$ cat config.mk
export PLATFORM = sky130hd
export DESIGN_NAME = cpu_run_ctrl
export DESIGN_NICKNAME = d
export VERILOG_FILES = /design/src/rtl/cpu_ctrl_pkg.sv /design/src/rtl/go_debounce.sv /design/src/rtl/cpu_run_ctrl.sv
export SDC_FILE = /design/constraint.sdc
export NUM_CORES = 1
export LEC_CHECK = 0
export CAP_MARGIN = 20
export CORE_UTILIZATION = 25
export CTS_CLUSTER_SIZE = 10
export DETAILED_ROUTE_END_ITERATION = 16
export HOLD_SLACK_MARGIN = 0.03
export PLACE_DENSITY = 0.6
export SYNTH_ARGS = -nofsm -noshare
export SYNTH_HDL_FRONTEND = slang
export SYNTH_SLANG_ARGS = --single-unit
$ cat constraint.sdc
create_clock -name clk -period 4.6 [get_ports clk]
set_clock_uncertainty 0.1 [all_clocks]
set_input_delay 0.46 -clock clk [delete_from_list [all_inputs] [get_ports clk]]
set_output_delay 0.46 -clock clk [all_outputs]
set_load 0.03 [all_outputs]
$ cat src/rtl/cpu_ctrl_pkg.sv
// rtl/cpu_ctrl_pkg.sv - run/halt sequencer states, halt cause encodings and default halt code
package cpu_ctrl_pkg;

    typedef enum logic [2:0] {
        ST_IDLE     = 3'd0,
        ST_RUN      = 3'd1,
        ST_STEPPING = 3'd2,
        ST_HALT     = 3'd3,
        ST_RESUME   = 3'd4
    } run_state_e;

    typedef enum logic [1:0] {
        CAUSE_NONE       = 2'b00,
        CAUSE_SYSCALL    = 2'b01,
        CAUSE_BREAKPOINT = 2'b10,
        CAUSE_STEP       = 2'b11
    } halt_cause_e;

    // $v0 value that turns a syscall into a halt (MIPS "exit")
    localparam logic [31:0] DEFAULT_HALT_CODE = 32'h0000_000A;

    // The board shows "halted" whenever the PC is frozen waiting for Go
    function automatic logic is_halted_state(input run_state_e s);
        return (s == ST_IDLE) || (s == ST_HALT);
    endfunction

endpackage

$ cat src/rtl/go_debounce.sv
// rtl/go_debounce.sv - Go button synchronizer, debounce filter and one-cycle press pulse
module go_debounce #(
    parameter int DEBOUNCE_CYCLES = 16
) (
    input  logic clk,
    input  logic clr,
    input  logic go_btn_i,
    output logic go_pulse_o
);

    localparam int CW = (DEBOUNCE_CYCLES < 2) ? 1 : $clog2(DEBOUNCE_CYCLES);
    localparam logic [CW-1:0] CNT_LAST = CW'(DEBOUNCE_CYCLES - 1);

    logic          sync1_q;
    logic          sync2_q;
    logic          level_q;
    logic          level_d;
    logic          level_prev_q;
    logic          pulse_q;
    logic [CW-1:0] cnt_q;
    logic [CW-1:0] cnt_d;

    // Two-flop synchronizer for the raw asynchronous button
    always_ff @(posedge clk or posedge clr) begin
        if (clr) begin
            sync1_q <= 1'b0;
            sync2_q <= 1'b0;
        end else begin
            sync1_q <= go_btn_i;
            sync2_q <= sync1_q;
        end
    end

    // Count consecutive samples that disagree with the accepted level; any agreeing sample restarts the count
    always_comb begin
        cnt_d   = cnt_q;
        level_d = level_q;
        if (sync2_q == level_q) begin
            cnt_d = '0;
        end else if (cnt_q == CNT_LAST) begin
            cnt_d   = '0;
            level_d = sync2_q;
        end else begin
            cnt_d = cnt_q + 1'b1;
        end
    end

    // Debounced level, its previous value, and the registered rising-edge pulse
    always_ff @(posedge clk or posedge clr) begin
        if (clr) begin
            cnt_q        <= '0;
            level_q      <= 1'b0;
            level_prev_q <= 1'b0;
            pulse_q      <= 1'b0;
        end else begin
            cnt_q        <= cnt_d;
            level_q      <= level_d;
            level_prev_q <= level_q;
            pulse_q      <= level_q & ~level_prev_q;
        end
    end

    assign go_pulse_o = pulse_q;

endmodule

$ cat src/rtl/cpu_run_ctrl.sv
// rtl/cpu_run_ctrl.sv - PC enable sequencer: run, halt-on-syscall, single-step, optional breakpoint (BREAKPOINT_EN)
module cpu_run_ctrl
    import cpu_ctrl_pkg::*;
#(
    parameter int          DEBOUNCE_CYCLES = 16,
    parameter logic [31:0] HALT_CODE       = DEFAULT_HALT_CODE,
    parameter int          CNT_W           = 32
) (
    input  logic             clk,
    input  logic             clr,
    input  logic             go_btn,
    input  logic             step_mode,
    input  logic             syscall,
    input  logic [31:0]      sys_code,
    input  logic [31:0]      pc,
    input  logic [31:0]      bp_addr,
    input  logic             bp_valid,
    output logic             pc_en,
    output logic             halted,
    output logic [1:0]       halt_cause,
    output logic [CNT_W-1:0] retired_cnt
);

    run_state_e       state_q;
    run_state_e       state_d;
    halt_cause_e      cause_q;
    halt_cause_e      cause_d;
    logic [CNT_W-1:0] retired_cnt_q;
    logic             go_pulse;
    logic             halt_req;
    logic             bp_hit;

    go_debounce #(
        .DEBOUNCE_CYCLES(DEBOUNCE_CYCLES)
    ) u_go_debounce (
        .clk       (clk),
        .clr       (clr),
        .go_btn_i  (go_btn),
        .go_pulse_o(go_pulse)
    );

    assign halt_req = syscall && (sys_code == HALT_CODE);

`ifdef BREAKPOINT_EN
    logic skip_bp_q;
    logic skip_bp_d;

    assign bp_hit = bp_valid && (pc == bp_addr) && !skip_bp_q;

    // Suppress the breakpoint for the first RUN cycle so a resume can leave the breakpoint address
    always_comb begin
        skip_bp_d = skip_bp_q;
        if (state_q == ST_RUN) begin
            skip_bp_d = 1'b0;
        end
        if ((state_d == ST_RUN) && (state_q != ST_RUN)) begin
            skip_bp_d = 1'b1;
        end
    end

    // Breakpoint skip flag register
    always_ff @(posedge clk or posedge clr) begin
        if (clr) begin
            skip_bp_q <= 1'b0;
        end else begin
            skip_bp_q <= skip_bp_d;
        end
    end
`else
    logic unused_bp;

    assign bp_hit    = 1'b0;
    assign unused_bp = ^{bp_addr, bp_valid, pc};
`endif

    // State and latched halt cause
    always_ff @(posedge clk or posedge clr) begin
        if (clr) begin
            state_q <= ST_IDLE;
            cause_q <= CAUSE_NONE;
        end else begin
            state_q <= state_d;
            cause_q <= cause_d;
        end
    end

    // Next state; Go presses outside IDLE/HALT are dropped, a syscall halt outranks a breakpoint
    always_comb begin
        state_d = state_q;
        cause_d = cause_q;
        case (state_q)
            ST_IDLE: begin
                if (go_pulse) begin
                    state_d = step_mode ? ST_STEPPING : ST_RUN;
                end
            end
            ST_RUN: begin
                if (halt_req) begin
                    state_d = ST_HALT;
                    cause_d = CAUSE_SYSCALL;
                end else if (bp_hit) begin
                    state_d = ST_HALT;
                    cause_d = CAUSE_BREAKPOINT;
                end
            end
            ST_STEPPING: begin
                state_d = ST_HALT;
                cause_d = halt_req ? CAUSE_SYSCALL : CAUSE_STEP;
            end
            ST_HALT: begin
                if (go_pulse) begin
                    state_d = step_mode ? ST_STEPPING : ST_RESUME;
                end
            end
            ST_RESUME: begin
                state_d = ST_RUN;
            end
            default: begin
                state_d = ST_IDLE;
            end
        endcase
    end

    // PC enable is combinational so a halting instruction is frozen in the very cycle it is at pc
    always_comb begin
        pc_en  = 1'b0;
        halted = is_halted_state(state_q);
        case (state_q)
            ST_RUN:      pc_en = !(halt_req || bp_hit);
            ST_STEPPING: pc_en = !halt_req;
            ST_RESUME:   pc_en = 1'b1;
            default:     pc_en = 1'b0;
        endcase
    end

    // Retired-instruction counter, sticks at all-ones
    always_ff @(posedge clk or posedge clr) begin
        if (clr) begin
            retired_cnt_q <= '0;
        end else if (pc_en && (retired_cnt_q != {CNT_W{1'b1}})) begin
            retired_cnt_q <= retired_cnt_q + 1'b1;
        end
    end

    assign halt_cause  = cause_q;
    assign retired_cnt = retired_cnt_q;

endmodule

; Word level (Yosys, flattened, before mapping)
; Cells that the tools add are included.
[word_totals]
ff_bits = 46
in_bits = 102
output_inout_bits = 36
elab_cells = 47
[op_classes]
add_sub_neg = 2
n_eq_ne = 11
n_mux = 12
bitwise_logic = 3
reduce_logical = 10
[ops]
columns = operator, count
row1 = adder 32 x 1 -> 32 bit (second input constant), 1
row2 = equality test 32 x 4 -> 1 bit (second input constant), 1
row3 = inequality test 32 bit (second input constant), 1
row4 = one-hot mux 3 bit (5 select lines), 1
row5 = 2-to-1 mux 3 bit, 4
row6 = 2-to-1 mux 4 bit, 2
row7 = equality test 3 x 2 -> 1 bit (second input constant), 2
row8 = 2-to-1 mux 2 bit, 3
row9 = adder 4 x 1 -> 4 bit (second input constant), 1
row10 = equality test 4 bit (second input constant), 1
row11 = inequality test 2 x 1 -> 1 bit (second input constant), 2
row12 = one-hot mux 2 bit (2 select lines), 1
row13 = AND reduction 2 bit, 2
row14 = equality test 3 x 1 -> 1 bit (second input constant), 1
row15 = equality test 3 bit (second input constant), 1
row16 = zero test 3 bit, 1
row17 = AND reduction 3 bit, 1
row18 = logical AND 1 bit, 2
row19 = inequality test 2 bit (second input constant), 1
row20 = inverter 1 bit, 2
row21 = one-hot mux 1 bit (2 select lines), 1
row22 = nonzero test 2 bit, 1
row23 = OR reduction 2 bit, 1
row24 = bitwise AND 1 bit, 1
row25 = other kinds (3), 3

; Logic depth before layout (Yosys ltp)
[logic_depth]
ltp_word = 5
mapped_depth = 8
ltp_nobuf = 7

; Modules after synthesis
; A second synthesis with hierarchy kept.
[unflattened]
hier_cells = 224
area_unflattened_um2 = 2292.2
[by_module_without_submodules]
columns = mod, instances, cells_per_inst, area_each_um2, seq_area_each_um2
row1 = cpu_run_ctrl, 1, 202, 1961.9, 925.9
row2 = go_debounce, 1, 22, 330.3, 225.2

; Least setup slack after synthesis
; No wires, ideal clock.
[synth_path]
kind = input to output
startpoint = in sys_code[29]
endpoint = out pc_en
arrival_ps = 1596
required_time_ps = 4040
slack_ps = 2444
cell_stages = 5
n_path_buf = 0
cell_sequence = nor4_1 > nand4_1 > o311a_4 > nor2_4 > inv_2
[synth_between]
elab_chain_cells = 4
[synth_rtl]
columns = element, line_no
row1 = start: declaration, cpu_run_ctrl.sv:14  ; input logic [31:0] sys_code,
row2 = equality test 32 x 4 -> 1 bit, cpu_run_ctrl.sv:42  ; assign halt_req = syscall && (sys_code == HALT_CODE);
row3 = logical AND 1 bit, cpu_run_ctrl.sv:42
row4 = zero test 1 bit, "cpu_run_ctrl.sv:129, cpu_run_ctrl.sv:130"
row5 = one-hot mux 1 bit (2 select lines), cpu_run_ctrl.sv:128  ; case (state_q)
row6 = end: declaration, cpu_run_ctrl.sv:18  ; output logic pc_en,
; No other way between the ends.

; Worst setup path after layout
[layout_path]
startpoint = in sys_code[2]
endpoint = out pc_en
; Same word-level chain as after synthesis.

==> flow_summary.toml <==
[die]
num_rows = 34
dieArea_mm2 = 0.00965
die_h_um = 98.2
start_util_pct = 26.2
pin_count = 138
core_area_mm2 = 0.00885
die_x_um = 98.2

[sta]
finalSetupViolations = 0
fin_crit_sh_pct = 76.2
min_period_ns = 3.51
setup_ws_ns = 1.09
setup_tns_ns = 0
rsz0062_at_grt = "no"
slew_viol_final = 0
fmax_mhz = 285
tightest_slew_ns = 0.580
relSlewSlack_pct = 61.4
hold_viol = 0

[drt]
drtPass1Iterations = 10
wl_mm = 5.43
dr.first_iter.drc_count = 85
antenna_left = 0
vias = 1925
wl_per_cell_um = 13.5
drc = 10
vias_per_cell = 4.78

[synthesis]
synthesis.area_mm2 = 0.00231
synth-edff-count = 0
post_synth.cell_area_avg_um2 = 10.4
ys.flop_type = "dfrtp_1"
ys_seq_area_share_pct = 49.7
syn_nets = 327
ys_types = 42
yosysWarnings = 0
synthCells = 223
ys_async_sr_fraction_pct = 100
ys_seq_elements = 46

[hold_path]
hold_path_end = "u_go_debounce.sync2_q"
holdCritPathClass = "reg -> reg"
whs_path_depth = 0
hp-start = "u_go_debounce.sync1_q"

[setup_path]
cp-end-kind = "output port"
r2r_slack_ns = 2.41
critPathArrivalTime_ns = 2.95
worst-path-max-fanout = 14
cp-start-kind = "primary input"
r2r-end = "retired_cnt[16]"
regToRegStartpoint = "retired_cnt[0]"
required_ns = 4.04
crit_type = "in -> out"
reg2reg_depth = 7

[final_layout]
nNetsFinal = 400
layout_commonest_cell = "clkdlybuf4s50_1"
most-common-layout-cells = "clkdlybuf4s50_1 (72), dfrtp_1 (46), xor2_1 (19)"
fillers = 926
area_growth_pct = 38.7
ff_latch_area_mm2 = 0.00115
multi_input_area_mm2 = 0.00108
antenna_cells = 0
drive_gt1_share_pct = 6.78

[global_route]
grt_pass1_wl_mm = 8.81
grt_usage_pct = 11.4
grt-ovfl-total = 0
grt_pass1_vias = 1843
antenna_found_initial = 0
grt_max_degree = 47

[clock_tree]
clock-root-buffer = "clkbuf_8"
cts_hold_buf = 0
post_cts_buffers = 0
clock_latency_ns = 0.29
cts_buffer_depth = 2
numCtsBuffers = 5
cts.sinks = 46
ctsResizeCount = 0
htreeDepth = 2
clk_pin_slew_ns = 0.08
cts_tree = "built"

[pwr]
intPower_w = 0.000569
cellPowerDensity_mw_per_mm2 = 229
power_w = 0.000735
p_leak_nw = 1.36
pwr-share-seq_pct = 57.0
swShare_pct = 22.6
share_comb_of_total_power_pct = 9.8
peakVddDrop_uv = 100
switchingPower_w = 0.000166
clkPwrFrac_pct = 33.3

[placement]
dp_hpwl_mm = 4.00
pre_cts_ws_ns = 1.07
io_buffers = 72
place_congestion = 0.761

[job]
drv_cap = 0

[run_status]
violations = "design-rule violations"
outcome = "finished with violations"
-- kinds of logic after synthesis --
logic type / count (synthesis) / synth area share [%]
AOI/OAI and AO/OA: 17 / 5.19
muxes: 3 / 1.62
and+or+nand+nor: 108 / 26.5
adders and majority gates: 2 / 1.08
buffers and inverters: 15 / 3.46
xor gates and xnor gates: 32 / 12.4
DFF: 46 / 49.7
-- worst max-delay path by stage --
stage,from,end,slack (ns),cells after the start
final,sys_code[2],pc_en,1.09,7
after global routing,syscall,pc_en,0.96,7
after CTS,syscall,pc_en,1.05,7
after detailed placement,sys_code[2],pc_en,1.07,7
after global placement,syscall,pc_en,1.06,7
after floorplan,sys_code[29],pc_en,2.44,5
-- flip-flops by register name (all words and copies together), names as in the netlist --
name and flops:
u_go_debounce.level_q 1, u_go_debounce.level_prev_q 1, retired_cnt 32, u_go_debounce.sync1_q 1, state_q 3, u_go_debounce.cnt_q 4
u_go_debounce.go_pulse_o 1, u_go_debounce.sync2_q 1, halt_cause 2
-- layer usage --
metal  wire length, um  track usage [%]  up-vias
met5                 0                0        -
met1              2520             14.9      912
met4                74             4.13        0
li1                  -                -      945
met2              2370             17.6       63
met3               461             3.72        5
-- layout make-up --
type                       instances  area share (%)
clock buffer                       6            2.57
sequential                        46            35.9
inverter                           8           0.935
multi-input combinational        162            33.7
tap                              108            4.21
timing repair buffer              73            22.7
-- metrics by stage --
step | hold WS [ns] | std cells | area (um2) | utilization (%)
after floorplan | 0.231 | 223 | 2310 | -
after global placement | 0.235 | 397 | 3130 | 35.4
after detailed placement | 0.239 | 397 | 3130 | 35.4
after CTS | 0.257 | 403 | 3210 | 36.3
after global routing | 0.285 | 403 | 3210 | 36.3
final | 0.255 | 403 | 3210 | 36.3
-- power groups by stage --
| stage | registers, W | clock network [W] | logic (W) |
|---|---|---|---|
| after detailed placement | 0.000426 | 0 | 0.0000726 |
| after CTS | 0.000418 | 0.000254 | 0.0000732 |
| after floorplan | 0.000432 | 0 | 0.0000228 |
| after global placement | 0.000426 | 0 | 0.0000725 |
| after global routing | 0.000420 | 0.000270 | 0.0000783 |
| final | 0.000418 | 0.000244 | 0.0000717 |
-- cell usage after synthesis, drive strengths merged, types with 5 or more instances --
cell type	n	share of area, %
xnor2	12	4.5
dfrtp	46	50
nor2	16	2.9
nand2	16	2.6
nand4	17	4.9
o21ai	5	1.2
and3	5	1.4
buf	5	1.8
xor2	20	7.9
nor4	14	4.1
inv	8	1.3
nand3	14	3.0
nor3	15	3.9
-- worst max-delay path, stage by stage --
cell and delay [ns]:
clkdlybuf4s50_1 0.41, nor4b_2 0.29, nand4_1 0.20, o311a_4 0.44, nor2_4 0.32, inv_2 0.17
clkdlybuf4s50_1 0.63
(Power assumes the default switching activity.)
==> RTL edit 1, RTL diff (config.mk and constraints unchanged) <==
Build with the macro `BREAKPOINT_EN` defined.
--- a/src/rtl/cpu_run_ctrl.sv
+++ b/src/rtl/cpu_run_ctrl.sv
@@ -1,3 +1,5 @@
 // rtl/cpu_run_ctrl.sv - PC enable sequencer: run, halt-on-syscall, single-step, optional breakpoint (BREAKPOINT_EN)
+`define BREAKPOINT_EN
+
 module cpu_run_ctrl
     import cpu_ctrl_pkg::*;
Behaviour: same outputs for any inputs over 10 cycles, from zero or initial values; that may be too few to reach the edited logic, so the function may still have changed.
==> RTL edit 1 against the unedited design <==
  * Sequential cell count is 1 higher
  * Cell area is 36% higher
  * Routed wire length is 34% higher
  * Die area is 17% higher
  * Worst setup slack better by 0.099 ns
  * Via count is 32% higher
  * Area after synthesis is 18% higher
  * Register-to-register slack worse by 0.89 ns
  * Critical path type unchanged
  * Critical endpoint unchanged
  * Highest routed layer unchanged
Power is not compared: it rests on default switching activity, and its combinational part moved more than twofold at a synthesized area within 25%.
==> RTL edit 1: results (changes against the unedited design) <==
Complex-gate fraction of the synthesized area - 5.183% (was 5.189%)
Xor/xnor share of the synthesized area - 21.19% (was 12.43%)
Drt first-iter violations - 78 (was 85)
Adder-cell share of the synthesized area - 0.9174% (was 1.081%)
Total Routing Usage GR - 12.75% (was 11.39%)
Share of cells above drive strength 1 - 4.556% (was 6.780%)
Clk tree area frac - 2.702% (was 2.572%)
Syn_area_per_cell - 9.741 um2 (was 10.38 um2)
Worst hold path class - input port to async pin (was flop to flop)
CP Max Fanout - 5 (was 14)
Wire length per cell - 13.11 um (was 13.46 um)
Met2 usage - 22.96% (was 17.55%)
Synthesized flop and latch total - 47 (was 46)
Routability cong. - 0.7924 (was 0.7607)
Yosys cell types - 43 (was 42)
Top cells by count, synth - xor2_1, dfrtp_1, nor4_1, nand2_1, nor3_1 (was dfrtp_1, xor2_1, nand2_1, nand4_1, nor2_1)
Post-DP HPWL - 5719 um (was 3999 um)
Fillers - 1054 (was 926)
Non-Clock Inverter Count - 12 (was 8)
Fraction of area in registers - 27.02% (was 35.85%)
Status - finished clean (was finished, violations left)
Worst R2R Setup Slack - 1.52 ns (was 2.41 ns)
RR Endpoint - retired_cnt[1] (was retired_cnt[16])
Non-CTS buffers - 138 (was 73)
Number of global-route vias before repair - 2507 (was 1843)
Port bufs - 137 (was 72)
Syn_nets - 384 (was 327)
Mux cell area share after synthesis - 0.8257% (was 1.622%)
Dpl cells - 544 (was 397)
Least-Margin Pin Slew - 0.8893 ns (was 0.5797 ns)
## RTL edit 1: cell types whose count changed after synthesis, sizes merged, moves of 3 or more
cell and change:
a21oi +3, a31oi -4, inv +4, nand2 +5
nand4 -6, nor3 +3, nor4 +10, or3 +5
xnor2 -4, xor2 +38
## RTL edit 1: kinds of logic after synthesis
family,Yosys count
adder cells (fa/ha/maj),2
AO/OA/AOI/OAI,20
XOR/XNOR,66
AND/OR/NAND/NOR,122
buffers and inverters,21
multiplexers,2
flip-flops,47
## RTL edit 1: stage by stage
step                      area [um2]  power [W]  setup slack, ns
after floorplan                 2728  0.0007574            2.263
after global placement          4215  0.0009422            1.192
after detailed placement        4215  0.0009481            1.172
after CTS                       4333   0.001268            1.173
after global routing            4353   0.001324            1.045
final                           4353   0.001258            1.193
## RTL edit 1: routing by layer
layer | vias to the layer above | part of all wire, %
met3 | 9 | 7.2
li1 | 1260 | -
met1 | 1191 | 43
met2 | 75 | 48
met4 | 0 | 1.5
met5 | - | 0
==> RTL edit 2, RTL diff (same settings) <==
Without the edit above. Encoding of `run_state_e`: now Gray code (3 bits for 5 states).
--- a/src/rtl/cpu_ctrl_pkg.sv
+++ b/src/rtl/cpu_ctrl_pkg.sv
@@ -3,9 +3,9 @@
 
     typedef enum logic [2:0] {
-        ST_IDLE     = 3'd0,
-        ST_RUN      = 3'd1,
-        ST_STEPPING = 3'd2,
-        ST_HALT     = 3'd3,
-        ST_RESUME   = 3'd4
+        ST_IDLE     = 3'b000,
+        ST_RUN      = 3'b001,
+        ST_STEPPING = 3'b011,
+        ST_HALT     = 3'b010,
+        ST_RESUME   = 3'b110
     } run_state_e;
 
Function: no difference found for any inputs over 10 cycles, from zero or initial values; not proved beyond that.
==> RTL edit 2 against the unedited design <==
  * The run still ends with DRC left
  * Total power is 6.4% lower
  * Cell area is 0.55% higher
  * Area after synthesis is 0.70% lower
  * Sequential cell count stayed put
  * Fmax is 15% higher
  * Worst setup slack better by 0.46 ns
  * Synthesized cell count is 2.2% lower
  * Routed wire length is 3.7% higher
  * Largest power group unchanged
==> RTL edit 2: results (changes against the unedited design) <==
Status - finished, violations left (unchanged)
Failing checks - DRC (unchanged)
Drt first-iter violations - 119 (was 85)
First-pass GRT wire length - 9225 um (was 8811 um)
Drt drc - 4 (was 10)
Mux cell area share after synthesis - 1.143% (was 1.622%)
Yosys cell types - 39 (was 42)
Max VDD drop - 95.57 uV (was 100.3 uV)
Final #Nets - 396 (was 400)
Final hold slack - 0.2528 ns (was 0.2545 ns)
Share of cells above drive strength 1 - 5.479% (was 6.780%)
Setup slack at placement - 1.524 ns (was 1.067 ns)
Post-DP HPWL - 4061 um (was 3999 um)
Met2 routed WL - 2597 um (was 2371 um)
Worst R2R Setup Slack - 2.01 ns (was 2.41 ns)
Multi-input combinational area share - 33.10% (was 33.75%)
Multi-In Gates - 155 (was 162)
Worst Path Arrival - 2.49 ns (was 2.95 ns)
Non-CTS buffers - 75 (was 73)
Largest cells by area after synthesis - dfrtp_1, xor2_1, nor4_1 (was dfrtp_1, xor2_1, xnor2_1)
Area after DPL - 0.003124 mm2 (was 0.003128 mm2)
Clk tree area frac - 2.364% (was 2.572%)
Metal-1 WL - 2774 um (was 2517 um)
Complex-gate fraction of the synthesized area - 3.702% (was 5.189%)
P_leak - 1.419 nW (was 1.364 nW)
Fillers - 871 (was 926)
Least-Margin Pin Slew - 0.6901 ns (was 0.5797 ns)
Max incr delay on CP - 0.59 ns (was 0.63 ns)
CP Max Fanout - 2 (was 14)
Wire length per cell - 14.06 um (was 13.46 um)
Met3 Use GR - 3.006% (was 3.722%)
Met2 usage - 18.69% (was 17.55%)
==> RTL edit 2: changes by cell type after synthesis, sizes merged, moves of 5 or more <==
cell	delta
nand4	-8
nor2	-7
xor2	+6
nand3	+5
nor4	+5
nor4b	+5
xnor2	-5
==> RTL edit 2: metrics by stage <==
step / instances / power (W)
CTS: 399 / 0.0006996
global placement: 392 / 0.0004649
finish: 400 / 0.0006878
global route: 400 / 0.0007217
detailed placement: 392 / 0.0004662
floorplan: 218 / 0.0004299
==> RTL edit 2: how the worst max path moves through the flow <==
stage | startpoint | end | slack (ns) | cells after the start
after global placement | syscall | pc_en | 1.56 | 6
after CTS | syscall | pc_en | 1.52 | 6
after floorplan | sys_code[2] | pc_en | 2.24 | 5
after detailed placement | syscall | pc_en | 1.52 | 6
after global routing | sys_code[9] | pc_en | 1.35 | 6
final | syscall | pc_en | 1.55 | 6
==> RTL edit 2: where the power goes <==
part           switching (W)  internal (W)
registers         0.00000270      0.000407
clock network       0.000126      0.000105
logic              0.0000161     0.0000314
total               0.000145      0.000543
